==> config.mk <==
export PLATFORM = sky130hd
export DESIGN_NAME = dffram_arbiter
export DESIGN_NICKNAME = d
export VERILOG_FILES = /design/src/rtl/dffram_arbiter.sv
export SDC_FILE = /design/constraint.sdc
export NUM_CORES = 1
export LEC_CHECK = 0
export CORE_UTILIZATION = 28
export CTS_CLUSTER_SIZE = 14
export DETAILED_ROUTE_END_ITERATION = 10
export PLACE_DENSITY = 0.7
export SYNTH_ARGS = -nofsm -noshare
export SYNTH_HDL_FRONTEND = slang
export SYNTH_SLANG_ARGS = --single-unit
==> constraint.sdc <==
create_clock -name CLK -period 1.75 [get_ports CLK]
set_input_delay 0.35 -clock CLK [delete_from_list [all_inputs] [get_ports CLK]]
set_output_delay 0.35 -clock CLK [all_outputs]
set_load 0.005 [all_outputs]
==> src/rtl/dffram_arbiter.sv <==
// Two-port round-robin arbiter in front of a single-port DFFRAM.
// Each access walks IDLE -> ISSUE -> RESP; one RAM access per three cycles.
module dffram_arbiter #(
    parameter int COLS = 1,
    localparam int A_WIDTH = 8 + $clog2(COLS)
) (
    input  logic               CLK,
    input  logic               RST,
    input  logic               p0_req,
    input  logic [3:0]         p0_we,
    input  logic [A_WIDTH-1:0] p0_addr,
    input  logic [31:0]        p0_wdata,
    output logic               p0_ack,
    output logic [31:0]        p0_rdata,
    input  logic               p1_req,
    input  logic [3:0]         p1_we,
    input  logic [A_WIDTH-1:0] p1_addr,
    input  logic [31:0]        p1_wdata,
    output logic               p1_ack,
    output logic [31:0]        p1_rdata,
    output logic               ram_en,
    output logic [3:0]         ram_we,
    output logic [A_WIDTH-1:0] ram_a,
    output logic [31:0]        ram_di,
    input  logic [31:0]        ram_do
);

    typedef enum logic [1:0] {IDLE, ISSUE, RESP} state_t;

    state_t             state;
    logic               last_grant;
    logic               winner;
    logic               grant1;
    logic [3:0]         we_l;
    logic [A_WIDTH-1:0] addr_l;
    logic [31:0]        wdata_l;
    logic               en_r;
    logic               ack0_r;
    logic               ack1_r;

    // Returns 1 when port 1 should win; on a tie the port not granted last wins.
    function automatic logic pick_winner(input logic r0, input logic r1, input logic last);
        if (r0 && r1)
            return ~last;
        else
            return r1;
    endfunction

    assign grant1 = pick_winner(p0_req, p1_req, last_grant);

    always_ff @(posedge CLK) begin
        if (RST) begin
            state      <= IDLE;
            last_grant <= 1'b1;
            winner     <= 1'b0;
            we_l       <= 4'b0000;
            addr_l     <= '0;
            wdata_l    <= 32'h0;
            en_r       <= 1'b0;
            ack0_r     <= 1'b0;
            ack1_r     <= 1'b0;
        end else begin
            case (state)
                IDLE: begin
                    ack0_r <= 1'b0;
                    ack1_r <= 1'b0;
                    if (p0_req || p1_req) begin
                        winner     <= grant1;
                        last_grant <= grant1;
                        we_l       <= grant1 ? p1_we    : p0_we;
                        addr_l     <= grant1 ? p1_addr  : p0_addr;
                        wdata_l    <= grant1 ? p1_wdata : p0_wdata;
                        en_r       <= 1'b1;
                        state      <= ISSUE;
                    end
                end
                ISSUE: begin
                    // RAM captures the access at the end of this cycle; Do is valid in RESP.
                    en_r   <= 1'b0;
                    ack0_r <= ~winner;
                    ack1_r <= winner;
                    state  <= RESP;
                end
                RESP: begin
                    ack0_r <= 1'b0;
                    ack1_r <= 1'b0;
                    state  <= IDLE;
                end
                default: begin
                    en_r   <= 1'b0;
                    ack0_r <= 1'b0;
                    ack1_r <= 1'b0;
                    state  <= IDLE;
                end
            endcase
        end
    end

    assign ram_en   = en_r;
    assign ram_we   = en_r ? we_l : 4'b0000;
    assign ram_a    = addr_l;
    assign ram_di   = wdata_l;
    assign p0_ack   = ack0_r;
    assign p1_ack   = ack1_r;
    assign p0_rdata = ack0_r ? ram_do : 32'h0;
    assign p1_rdata = ack1_r ? ram_do : 32'h0;

endmodule

Yosys cells after proc, flatten, opt, wreduce, memory -nomap -nowiden

Cells that the tools add are included.

Equal/unequal tests: 3
Mux-type cells: 11
Bitwise operators: 4
Reductions and logical operators: 6

Operator list:

| operator           | number |
|---|---|
| $mux 32            | 3 |
| $mux 4             | 2 |
| $mux 8             | 1 |
| $not 1->1          | 4 |
| $pmux 2 s2         | 1 |
| $reduce_and 2->1   | 2 |
| $eq 2x1->1 const B | 1 |
| $eq 2x2->1 const B | 1 |
| $logic_not 2->1    | 1 |
| $mux 1             | 2 |
| $mux 2             | 1 |
| $ne 2x2->1 const B | 1 |
| $pmux 1 s2         | 1 |
| $reduce_or 2->1    | 1 |
| $logic_and 1x1->1  | 1 |
| $logic_or 1x1->1   | 1 |

Register bits: 51
Input bits: 124
Output and inout bits: 111
Logic and storage cells: 33

Logic depth before layout (Yosys ltp)

Gate-level depths: netlist (run 1).

Depth in word-level cells: 3
Depth in mapped cells: 5
Gate-level depth less buffers: 3

Worst setup path after synthesis (run 1)

OpenSTA, ideal clock, no wires.

Path kind: input -> register
Start point: input port p1_req
End point: register addr_l[4], in the netlist ram_a[4]
Data arrival time: 1.185 ns
Data required time: 1.669 ns
Path slack: 0.484 ns
Stages on the path: 5
Path buffers: 2
Cells stage by stage: o21ba_4 and2_1 buf_4 buf_4 a211oi_2

Cells in the longest elaborated chain, start to end: 3
Elaborated cells between the ends (all ways): 5
Classes of those cells: mux: 2; reduce/logical: 3

Ends and longest elaborated chain:

| element              | RTL line | source |
|---|---|---|
| from (decl)          | 15       | `input logic p1_req,` |
| $logic_and 1x1->1    | 43       | `if (r0 && r1)` |
| $mux 1               | 43       |  |
| $mux 8               | 71       | `addr_l <= grant1 ? p1_addr : p0_addr;` |
| to (signal assigned) | 71       |  |
| to (decl)            | 35       | `logic [A_WIDTH-1:0] addr_l;` |

Several ways; a longest one is shown, not always the timed one.
A chain may end at the register's enable or synchronous reset.

Final worst setup path (run 1)

Start point: register ack1_r, in the netlist p1_ack
End point: output port p1_rdata[28]

Cells in the longest elaborated chain, start to end: 1

Ends and longest elaborated chain:

| element                | RTL line | source |
|---|---|---|
| from (decl)            | 39       | `logic ack1_r;` |
| from (signal assigned) | 81       | `ack1_r <= winner;` |
| $mux 32                | 106      | `assign p1_rdata = ack1_r ? ram_do : 32'h0;` |
| to (decl)              | 20       | `output logic [31:0] p1_rdata,` |

Every way passes these cells.

==> impl_metrics.py, run 1 <==
metrics = {
    "status": {
        "status": "finished clean",
    },
    "worst_setup_path": {
        "crit_type": "flip-flop to primary output",
        "worstSetupEndpointType": "primary output",
        "critPathLaunchType": "flip-flop",
        "cp_top_family": "buffers and inverters",
        "cp_slowest_cell": "dfxtp_4",
        "max_stage_delay_ns": 0.37,
        "path_buf_inv": 3,
        "worst_ep_required_time_ns": 1.40,
        "cp_data_arrival_time_ns": 1.34,
        "path_cells": "buf_12 -> buf_4 -> and2_1 -> dlygate4sd2_1",
        "cp_max_fo": 14,
    },
    "floorplan": {
        "io_pins": 235,
        "fp.dieW_um": 105.0,
        "core-area_mm2": 0.01032,
        "rows": 37,
        "die_h_um": 105.0,
        "dieArea_mm2": 0.01103,
        "start_util_pct": 28.78,
    },
    "placement": {
        "finalWeightedCongestion": 0.8159,
        "hpwlAfterDp_um": 8230,
        "post_dp_cell_area_mm2": 0.005426,
        "place_inst": 650,
        "portBuffers": 234,
    },
    "route": {
        "drt-initial-drc-count": 107,
        "wl_um": 10500,
        "routed_via_density": 4.670,
        "dr.pass1.iters": 3,
        "antenna_left": 0,
        "remaining_drc_errors": 0,
        "vias": 3087,
        "routedWlPerCell_um": 15.89,
    },
    "sta": {
        "drv_slew": 0,
        "setup_viol": 0,
        "whs_ns": 0.4485,
        "max_freq_mhz": 592.6,
        "tightest_slew_ns": 0.3257,
        "slew_headroom_pct": 78.29,
        "fin_skew_ns": 0.01360,
        "period_minus_slack_ns": 1.687,
        "rsz0062_at_grt": "false",
        "timing.final.crit_share_pct": 96.42,
        "hold_violations": 0,
    },
    "cells_and_area": {
        "final_layout_size_suffix_gt1_share_pct": 13.71,
        "fin_area_mm2": 0.005505,
        "syn_to_final_growth_pct": 85.26,
        "layout_common_cells": "clkdlybuf4s50_1, dlygate4sd2_1, and2_1",
        "fill_cells": 988,
        "fin_nets": 648,
        "final_cells": 661,
        "final_util_pct": 53.33,
        "antenna_cells": 0,
        "mostFrequentLayoutCell": "clkdlybuf4s50_1",
    },
    "power": {
        "p_per_area_mw_per_mm2": 598.5,
        "ir_drop_mv": 0.3512,
        "power.static_leakage_uw": 0.002364,
        "total_power_uw": 3295,
    },
    "synth": {
        "syn_area_per_cell_um2": 9.938,
        "syn_area_mm2": 0.002972,
        "ys_warn_count": 0,
        "seq_area_frac_synth_pct": 34.36,
        "synth.distinct_cells": 24,
        "synthCells": 299,
        "postSynthNetCount": 423,
        "ys_ff_latch": 51,
    },
    "global_route": {
        "antenna_found_initial": 0,
        "grt_pass1_wl_um": 16080,
        "grt-ovfl-total": 0,
        "grtUsageTotal_pct": 18.57,
        "grt_pass1_vias": 3142,
        "grt_max_degree": 51,
    },
    "cts": {
        "cts_buffers": 5,
        "cts_hold_buf": 0,
        "cts-htree-levels": 2,
        "clock_latency_ns": 0.30,
        "tritoncts": "built",
        "cts_root_buf": "clkbuf_8",
        "cts.sinks": 51,
        "clkTransAtPathRegs_ns": 0.09,
        "cts.path.max_buffers": 2,
    },
    "flow_run": {
        "max_cap_violations": 0,
    },
    "hold_path": {
        "hp-class": "flip-flop to flip-flop",
    },
}
## flip-flops by register name (all words and copies together) (netlist names)
signal / flops
last_grant: 1
ram_di: 32
ram_en: 1
state: 2
winner: 1
we_l: 4
ram_a: 8
p0_ack: 1
p1_ack: 1
## cells in the mapped netlist
library cell | number | area (µm²)
a21bo_2 | 1 | 10.01
nor4_1 | 1 | 6.260
buf_4 | 5 | 37.54
dfxtp_1 | 51 | 1021
nor2_1 | 1 | 3.750
a211oi_2 | 39 | 488.0
o21ai_1 | 1 | 5.000
buf_2 | 5 | 25.02
buf_12 | 5 | 100.1
nand3_1 | 1 | 5.000
clkbuf_1 | 15 | 56.30
o21ba_4 | 1 | 16.27
a31oi_1 | 1 | 6.260
nor3_1 | 2 | 10.01
nor2b_1 | 1 | 6.260
a211oi_1 | 5 | 37.54
inv_1 | 1 | 3.750
inv_2 | 1 | 3.750
mux2i_1 | 44 | 440.4
a21oi_1 | 45 | 225.2
buf_6 | 1 | 11.26
a21boi_2 | 1 | 11.26
buf_1 | 1 | 3.750
and2_1 | 70 | 437.9
## worst reg2reg max path: cells and delay by family (launching register included)
kind	cells	cell delay, ns
compound gates	2	0.30
mux	1	0.34
flops	1	0.34
buf+inv	1	0.24
## metal layers
metal	vias up	share of wire, %	global-route usage, %
li1	1506	-	-
met1	1422	37	18.11
met2	142	53	36.66
met3	17	7.1	4.991
met4	0	2.8	7.143
met5	-	0	0
## area by class of cell
cell class	instances	area (µm²)	area share [%]
Clock buffer	7	86.33	1.568
Clock inverter	1	8.758	0.1591
Inverter	2	7.507	0.1364
Multi-Input combinational cell	214	1720	31.25
Sequential cell	51	1030	18.70
Tap cell	136	170.2	3.091
Timing Repair Buffer	250	2482	45.09
## through the flow
step           TNS, ns  setup slack, ns
6_report             0          0.06261
5_1_grt              0         0.002903
4_1_cts              0          0.03927
3_5_place_dp    -7.596          -0.1870
3_3_place_gp    -6.162          -0.1618
2_1_floorplan        0           0.4841
## report_power, final
group          switching [µW]  internal, µW
clock                     383           325
combinational             486           735
sequential               74.6          1290
total                     943          2350
## cell families (layout without fill, tap and decap cells)
family                 count (synthesis)  in the layout  synth area share, %
flip-flops                            51             51                34.36
multiplexers                          44             44                14.82
AO/OA/AOI/OAI                         94             94                26.91
buffers and inverters                 34            260                8.126
AND/OR/NAND/NOR                       76             76                15.79
## worst paths after layout
check | startpoint | to | cells after the start | slack [ns]
worst max-delay path | p1_ack | p1_rdata[28] | 4 | 0.06
worst min-delay path | state[0] | ram_en | 1 | 0.45
worst max register to register | last_grant | ram_di[0] | 4 | 0.41
worst min register to register | state[0] | ram_en | 1 | 0.45
## what timing repair did
action	in CTS	in global routing
buffers inserted	1	0
endpoints found under the setup margin	66	0
resized for setup	80	0
Power figures use the tool's default switching activity.
==> run 2, diff against run 1 <==
PLACE_DENSITY = 0.73   (was 0.7)
SLEW_MARGIN = 20   (was not set)
clock period = 1.4 ns   (was 1.75 ns; I/O delays follow)
==> run 2 against run 1 <==
Compared with the run above:
- the run now ends with negative setup slack left
- flip-flop and latch count unchanged
- non-clock buffer count up 16
- clock skew down 0.0027 ns
- utilization up 5.4 points
- critical path depth unchanged
- clock-buffer cell count down 2
- register-to-register slack worse by 0.37 ns
- sequential power up 26%
- global-route usage up 2.4 points
- combinational power up 37%
==> impl_metrics.py, run 2 (synthesized netlist as in run 1, its figures left out) <==
metrics = {
    "status": {
        "status": "finished with violations",
        "violations": "negative setup slack",
    },
    "cells_and_area": {
        "syn_to_final_growth_pct": 104.2,
        "final_util_pct": 58.77,
        "largest_register_ffs": 32,
        "mostFrequentLayoutCell": "clkdlybuf4s50_1",
        "fill_cells": 888,
        "fin_area_mm2": 0.006067,
        "final_layout_size_suffix_gt1_share_pct": 45.29,
        "fin_nets": 664,
        "layout_common_cells": "clkdlybuf4s50_1, buf_6, and2_4",
    },
    "global_route": {
        "grt-ovfl-total": 0,
        "grt_max_degree": 50,
        "antenna_found_initial": 1,
        "grt_pass1_vias": 3346,
        "grtUsageTotal_pct": 21.02,
        "grt_pass1_wl_um": 18120,
    },
    "placement": {
        "finalWeightedCongestion": 0.8785,
        "place_ws_ns": -0.4180,
        "portBuffers": 234,
        "hpwlAfterDp_um": 8198,
        "post_dp_cell_area_mm2": 0.005446,
    },
    "worst_setup_path": {
        "cp_data_arrival_time_ns": 1.21,
        "worstReg2RegEnd": "ram_a[4]",
        "timing.rr.start": "last_grant",
        "r2r_slack_ns": 0.04,
        "cp_max_fo": 6,
        "worstSetupEndpointType": "primary output",
        "critPathLaunchType": "flip-flop",
        "crit_type": "flip-flop to primary output",
        "worstSetupEndpoint": "p1_rdata[10]",
        "reg2regPathDepth": 6,
        "worst_ep_required_time_ns": 1.12,
        "crit_start": "p1_ack",
    },
    "power": {
        "p_comb_share_pct": 39.2,
        "pwr-share-seq_pct": 40.5,
        "swShare_pct": 30.25,
        "power.static_leakage_uw": 0.002606,
        "switching_power_uw": 1288,
        "p_per_area_mw_per_mm2": 701.6,
        "power.internal_uw": 2969,
        "ir_drop_mv": 0.4346,
        "clockPowerShare_pct": 20.3,
    },
    "floorplan": {
        "io_pins": 235,
        "rows": 37,
        "die_h_um": 105.0,
        "dieArea_mm2": 0.01103,
        "start_util_pct": 28.78,
        "fp.dieW_um": 105.0,
        "core-area_mm2": 0.01032,
    },
    "route": {
        "vias": 3266,
        "wl_um": 12350,
        "routedWlPerCell_um": 18.22,
        "routed_via_density": 4.817,
        "antenna_left": 0,
        "remaining_drc_errors": 0,
        "drt-initial-drc-count": 121,
        "dr.pass1.iters": 4,
    },
    "cts": {
        "clkTransAtPathRegs_ns": 0.10,
        "cts_root_buf": "clkbuf_8",
        "cts-htree-levels": 2,
        "cts.path.max_buffers": 2,
        "cts_hold_buf": 0,
        "cts_buffers": 5,
        "tritoncts": "built",
        "clock_latency_ns": 0.30,
        "cts.sinks": 51,
    },
    "hold_path": {
        "min_from": "RST",
        "hp-class": "input pin to flip-flop",
    },
    "sta": {
        "timing.final.crit_share_pct": 106.7,
        "worst_slack_ns": -0.09328,
        "tightest_slew_ns": 0.3095,
        "slew_headroom_pct": 79.37,
        "hold_violations": 0,
        "setup_viol": 14,
        "fin_skew_ns": 0.01092,
        "drv_slew": 0,
        "rsz0062_at_grt": "true",
        "max_freq_mhz": 669.7,
        "whs_ns": 0.3500,
        "period_minus_slack_ns": 1.493,
    },
    "flow_run": {
        "max_cap_violations": 0,
    },
}
==> run 2: changes by cell type in the layout (fill, tap and decap cells not counted), moves of 7 or more <==
cell	before	now
dfxtp_2	1	25
and2_1	68	9
clkdlybuf4s50_1	161	119
buf_6	0	70
mux2i_1	44	37
and2_4	1	60
dfxtp_1	48	23
dlygate4sd2_1	72	49
==> run 2: worst min path at each step <==
stage	depth (start not counted)	endpoint	slack [ns]
3_5_place_dp	1	ram_en	0.44
3_3_place_gp	1	p0_ack	0.42
5_1_grt	2	winner	0.34
6_report	2	ram_a[2]	0.35
2_1_floorplan	1	p0_ack	0.41
4_1_cts	2	ram_a[2]	0.34
==> run 2: critical path: stages, from the launching register on <==
cell	delay, ns
dfxtp_4	0.40
buf_16	0.15
buf_8	0.12
and2_4	0.13
buf_6	0.11
==> run 2: area by class of cell <==
type	count	area (µm²)	area share, %
clock buffer	5	68.82	1.134
clock inverter	3	18.77	0.3093
multi-input combinational	214	1929	31.80
inverter	2	7.507	0.1237
tap	136	170.2	2.805
sequential	51	1064	17.53
antenna	1	2.502	0.04125
timing repair buffer	266	2806	46.26
==> run 2: timing repair <==
item                       CTS  global route
pin swaps                   18             8
setup endpoints to repair  155            83
gates cloned                 8             0
buffers inserted            15             1
resized for setup          410            77
==> run 2: metal layers <==
metal | GRT usage, % | vias to the layer above | routed length, µm
met2 | 42.01 | 138 | 6721
met3 | 4.679 | 14 | 747
met1 | 21.68 | 1563 | 4590
li1 | - | 1551 | -
met5 | 0 | - | 0
met4 | 5.433 | 0 | 292
==> run 2: power by group through the flow <==
| stage | sequential, µW | clock, µW | combinational (µW) |
|---|---|---|---|
| finish | 1720 | 863 | 1670 |
| global route | 1740 | 954 | 1770 |
| floorplan | 1740 | 0 | 705 |
| detailed placement | 1740 | 0 | 1570 |
| CTS | 1720 | 907 | 1620 |
| global placement | 1740 | 0 | 1540 |
==> run 2: metrics by stage <==
step	setup TNS [ns]	power, µW	std cells
2_1_floorplan	0	2445	299
3_3_place_gp	-32.71	3282	651
3_5_place_dp	-34.10	3310	651
4_1_cts	-3.475	4248	682
5_1_grt	-2.488	4468	678
6_report	-0.8702	4257	678
